File: src/rtl/allocator_writeback.sv
// allocator_writeback: round-robin drain of allocator results through bias add, saturation and optional leaky ReLU (WRITEBACK_LEAKY_RELU_EN) into output memory.
module allocator_writeback #(
  parameter int NUM_ALLOC  = 4,
  parameter int ADDR_W     = 16,
  parameter int LEAK_SHIFT = 3
) (
  input  logic                    clk,
  input  logic                    rst,
  input  logic [NUM_ALLOC-1:0]    alloc_assign,
  input  logic [ADDR_W-1:0]       assign_addr,
  input  logic [NUM_ALLOC-1:0]    alloc_done,
  input  logic [18*NUM_ALLOC-1:0] alloc_result,
  input  logic [17:0]             filter_bias,
  output logic [NUM_ALLOC-1:0]    alloc_ack,
  output logic                    mem_write_en,
  output logic [ADDR_W-1:0]       mem_addr,
  output logic [17:0]             mem_data,
  input  logic                    mem_ready,
  output logic                    idle,
  output logic                    overflow
);
  localparam int PW = NUM_ALLOC > 1 ? $clog2(NUM_ALLOC) : 1;
  if (NUM_ALLOC < 1 || NUM_ALLOC > 16 || LEAK_SHIFT < 1 || LEAK_SHIFT > 17) begin : g_bad_param
    $error("allocator_writeback: parameter out of range");
  end
  logic [NUM_ALLOC-1:0] pending, pend_nx, cap, grant_oh;
  logic [17:0]          res [NUM_ALLOC];
  logic [ADDR_W-1:0]    slot_addr [NUM_ALLOC];
  logic [ADDR_W-1:0]    res_addr [NUM_ALLOC];
  logic [PW-1:0]        ptr, g, idx;
  logic                 gnt_v, s1_v, s1_adv, s2_load, s1_nx, s2_nx;
  logic signed [17:0]   s1_sum, act;
  logic [ADDR_W-1:0]    s1_addr;
  logic [18:0]          sum19;
  logic [17:0]          sat;
  assign s2_load = !mem_write_en || mem_ready;
  assign s1_adv  = !s1_v || s2_load;
  // Scan downward so the slot closest to the pointer wins.
  always_comb begin
    gnt_v = 1'b0;
    g     = '0;
    idx   = '0;
    for (int k = NUM_ALLOC - 1; k >= 0; k--) begin
      idx = PW'((int'(ptr) + k) % NUM_ALLOC);
      if (pending[idx]) begin
        gnt_v = 1'b1;
        g     = idx;
      end
    end
    gnt_v = gnt_v && s1_adv && rst;
  end
  assign grant_oh  = gnt_v ? NUM_ALLOC'(1) << g : '0;
  assign cap       = alloc_done & (~pending | grant_oh);
  assign pend_nx   = cap | (pending & ~grant_oh);
  assign s1_nx     = s1_adv ? gnt_v : s1_v;
  assign s2_nx     = s2_load ? s1_v : mem_write_en;
  assign alloc_ack = grant_oh;
  assign sum19     = {res[g][17], res[g]} + {filter_bias[17], filter_bias};
  assign sat       = sum19[18] != sum19[17] ? {sum19[18], {17{~sum19[18]}}} : sum19[17:0];
`ifdef WRITEBACK_LEAKY_RELU_EN
  assign act = s1_sum[17] ? s1_sum >>> LEAK_SHIFT : s1_sum;
`else
  assign act = s1_sum;
`endif
  always_ff @(posedge clk) begin
    if (!rst) begin
      pending      <= '0;
      ptr          <= '0;
      s1_v         <= 1'b0;
      mem_write_en <= 1'b0;
      mem_addr     <= '0;
      mem_data     <= '0;
      overflow     <= 1'b0;
      idle         <= 1'b1;
      for (int i = 0; i < NUM_ALLOC; i++) slot_addr[i] <= '0;
    end else begin
      pending      <= pend_nx;
      overflow     <= overflow | |(alloc_done & pending & ~grant_oh);
      idle         <= ~|pend_nx & ~s1_nx & ~s2_nx;
      s1_v         <= s1_nx;
      mem_write_en <= s2_nx;
      if (gnt_v) ptr <= g == PW'(NUM_ALLOC - 1) ? '0 : g + 1'b1;
      if (s2_load && s1_v) begin
        mem_addr <= s1_addr;
        mem_data <= act;
      end
      for (int i = 0; i < NUM_ALLOC; i++) if (alloc_assign[i]) slot_addr[i] <= assign_addr;
    end
  end
  // Captured result takes the address latched before any same-cycle assign.
  always_ff @(posedge clk) begin
    for (int i = 0; i < NUM_ALLOC; i++)
      if (cap[i]) begin
        res[i]      <= alloc_result[18*i +: 18];
        res_addr[i] <= slot_addr[i];
      end
    if (s1_adv && gnt_v) begin
      s1_sum  <= sat;
      s1_addr <= res_addr[g];
    end
  end
endmodule

File: config.mk
export PLATFORM = sky130hd
export DESIGN_NAME = allocator_writeback
export DESIGN_NICKNAME = d
export VERILOG_FILES = /design/src/rtl/allocator_writeback.sv
export SDC_FILE = /design/constraint.sdc
export NUM_CORES = 1
export LEC_CHECK = 0
export BUFFER_PORTS_ARGS = -buffer_cell sky130_fd_sc_hd__buf_2
export CORE_ASPECT_RATIO = 1.25
export CORE_UTILIZATION = 60
export CTS_BUF_LIST = sky130_fd_sc_hd__clkbuf_8
export DETAILED_ROUTE_END_ITERATION = 12
export PLACE_DENSITY = 0.83
export REMOVE_ABC_BUFFERS = 1
export SYNTH_ARGS = -nofsm -noshare
export SYNTH_HDL_FRONTEND = slang
export SYNTH_SLANG_ARGS = --single-unit
File: constraint.sdc
create_clock -name clk -period 10.3 [get_ports clk]
set_clock_uncertainty 0.15 [all_clocks]
set_input_delay 1.03 -clock clk [delete_from_list [all_inputs] [get_ports clk]]
set_output_delay 1.03 -clock clk [all_outputs]
set_load 0.02 [all_outputs]
==> impl_metrics.env <==
export IMPL_status="complete, but fails checks"
export IMPL_violations="design-rule violations"
export IMPL_cts_resized=0
export IMPL_synth_cell_types=59
export IMPL_ant_nets=0
export IMPL_crit_path_end_kind="register"
export IMPL_via_per_inst=5.78
export IMPL_core_um2=18700
export IMPL_drt_initial_drc_count=637
export IMPL_powerDensity_nw_per_um2=223
export IMPL_rsz0062_at_grt="false"
export IMPL_synth_area_top_cells="edfxtp_1, dfxtp_1, nand2_1"
export IMPL_relSlewSlack=0.276
export IMPL_initial_core_util=0.611
export IMPL_crit_path_max_fanout=49
export IMPL_routedWlPerCell_um=19.8
export IMPL_synth_avg_cell_area_um2=12.7
export IMPL_finalSetupViolCount=0
export IMPL_worst_path_max_delay_cell="buf_4"
export IMPL_cp_startpoint="ptr[1]$_SDFFE_PN0P_"
export IMPL_seq_area_um2=7910
export IMPL_grt_pass1_vias=7648
export IMPL_cts_root_buf="clkbuf_8"
export IMPL_dp_hpwl_um=16600
export IMPL_multi_input_area_um2=3280
export IMPL_fin_nets=1202
export IMPL_worstReg2RegStart="ptr[1]$_SDFFE_PN0P_"
export IMPL_htreeDepth=2
export IMPL_cts_buffers=43
export IMPL_synth_edf_count=234
export IMPL_antenna_found_initial=1
export IMPL_synth_ff_type="edfxtp_1"
export IMPL_numPortBuffers=157
export IMPL_crit_arrival_ps=4920
export IMPL_start_kind="register"
export IMPL_hold_worst_slack_ps=263
export IMPL_yosys_area_top_type_share=0.615
export IMPL_drtPass1Iterations=10
export IMPL_worstPathCellList="nand2_1 > nand2_1 > a21oi_1 > o22a_2 > inv_2 > buf_4 > nand2_1 > and3_1 > a31oi_1 > ha_1 > inv_1 > fa_1 > nor2b_1 > o31a_1 > a21oi_1 > nor3_1 > o21ba_2 > nand2_2 > a21oi_1"
export IMPL_cts_num_sinks=278
export IMPL_finalCritPeriodShare=0.454
export IMPL_drc=11
export IMPL_fin_util=0.704
export IMPL_die_area_um2=19600
export IMPL_grt_remaining_overflow=0
export IMPL_post_cts_repair_setup_buffers=0
export IMPL_die_w_um=125
export IMPL_syn_inst=903
export IMPL_placementRows=56
export IMPL_gp_congestion=0.860
export IMPL_ys_warn_count=0
export IMPL_clock_path_buffers=3
export IMPL_max_freq_ghz=0.214
export IMPL_tightestPinTransition_ps=1090
export IMPL_cts_hold_buf=0
export IMPL_critical_path_class="register to register"
export IMPL_async_reset_ff_frac=0
export IMPL_insertion_delay_ps=560
export IMPL_p_leak_nw=5.56
export IMPL_synth_seq_cells=278
export IMPL_finalSetupTns_ps=0
export IMPL_drive_gt1_frac=0.227
export IMPL_cts_tree="done"
export IMPL_nFillCells=1298
export IMPL_grtUsageTotal=0.269
export IMPL_yosysTopAreaCell="edfxtp_1"
export IMPL_hp_start="slot_addr[2][14]$_SDFFCE_PN0P_"
export IMPL_worst_ep_required_time_ps=10540
export IMPL_dieHeight_um=156
export IMPL_drt_total_wl_um=26200
export IMPL_hold_path_class="register to register"
export IMPL_netlist_area_um2=11400
export IMPL_insertedDiodeCount=0
export IMPL_maxSlewViolCount=0
export IMPL_worst_ir_drop_vdd_mv=0.125
export IMPL_hold_violations=0
export IMPL_max_cap_violations=0
export IMPL_synth_seq_area_share=0.692
export IMPL_period_minus_slack_ps=4670
export IMPL_area_delta_synth_final_pct=15.2
export IMPL_max_stage_delay_ps=540
export IMPL_grt_first_pass_wirelength_um=39500
export IMPL_clkTransAtPathRegs_ps=60
export IMPL_via_count=7672
export IMPL_boundaryPins=158
export IMPL_grt_max_degree=98
==> cell families (layout without fill, tap and decap cells) <==
family | after synthesis | count (layout) | synth area share
xor gates and xnor gates | 14 | 14 | 0.0107
and+or+nand+nor | 372 | 372 | 0.156
muxes | 4 | 4 | 0.00350
buffers and inverters | 66 | 258 | 0.0239
AOI/OAI and AO/OA | 145 | 145 | 0.0873
DFF | 278 | 278 | 0.692
adders and majority gates | 24 | 24 | 0.0267
==> synthesized netlist by cell type (all sizes together) (2+ instances only) <==
cell and number:
xor2 6, buf 15, mux2i 4, clkbuf 39
o211ai 3, nor2 11, a21boi 36, nand4 5
nor2b 11, dfxtp 44, o21ba 3, a221oi 2
inv 11, nand2b 6, a21oi 34, edfxtp 234
o21ai 9, xnor2 8, nand3 5, nand2 216
and2 6, and4 2, nor3 6, a31oi 34
and3 99, o22ai 2, ha 22, o21a 6
a21o 6
==> cell usage in the layout (no fill, tap or decap), types with 7 or more instances in the layout <==
cell and instances:
a21boi_0 34, a21oi_1 24, a21oi_2 10, a31oi_1 34
and3_1 98, buf_2 157, buf_4 11, clkbuf_8 45
dfxtp_1 44, edfxtp_1 234, ha_1 22, inv_1 27
nand2_1 215, nor2_1 10, o21ai_0 7, xnor2_1 8
==> stage by stage <==
| stage | instances | area (um^2) | power [mW] | setup WS, ps |
|---|---|---|---|---|
| finish | 1327 | 13200 | 2.93 | 5630 |
| global route | 1327 | 13200 | 3.06 | 5190 |
| CTS | 1327 | 13200 | 2.94 | 5660 |
| detailed placement | 1249 | 12400 | 2.12 | 5700 |
| global placement | 1249 | 12400 | 2.10 | 5910 |
| floorplan | 849 | 11200 | 1.91 | 5150 |
==> flip-flops by register name, summed over array words and instances, names as in the netlist, 2 cells and up <==
| name | cells |
|---|---|
| res | 72 |
| res_addr | 64 |
| slot_addr | 64 |
| act | 18 |
| mem_data | 18 |
| mem_addr | 16 |
| s1_addr | 16 |
| pending | 4 |
| ptr | 2 |
==> area by class of cell <==
type / instances / share of cell area
repair buffers: 168 / 0.0660
inverters: 12 / 0.00342
flip-flops and latches: 278 / 0.601
clock inverters: 33 / 0.0114
well taps: 232 / 0.0221
clock buffers: 45 / 0.0471
multi-input cells: 559 / 0.249
==> final timing paths <==
kind,endpoint,slack [ps],depth (start not counted)
min,res_addr[2][14]$_DFFE_PP_,260,0
max,act[1]$_DFFE_PP_,5630,19
max reg2reg,act[1]$_DFFE_PP_,5630,19
min reg2reg,res_addr[2][14]$_DFFE_PP_,260,0
==> critical path, delay by kind of cell (launching register included) <==
kind	cells	cell delay, ps
and+or+nand+nor	7	1150
buffers and inverters	3	870
adders and majority gates	2	590
DFF	1	400
AOI/OAI and AO/OA	7	1340
==> layer usage <==
layer  up-vias  part of all wire  wire [um]  global-route usage
li1       3595                 -          -                   -
met1      3666              0.36       9450               0.311
met2       344              0.54      14100               0.496
met3        67             0.072       1900              0.0448
met4         0             0.028        743               0.113
met5         -                 0          0                   0
==> report_power, final <==
group          switching [mW]  total [mW]  internal, mW
clock network           0.418       0.826         0.409
registers              0.0428        1.44          1.40
logic                   0.422       0.668         0.246
Power figures use the tool's default switching activity.
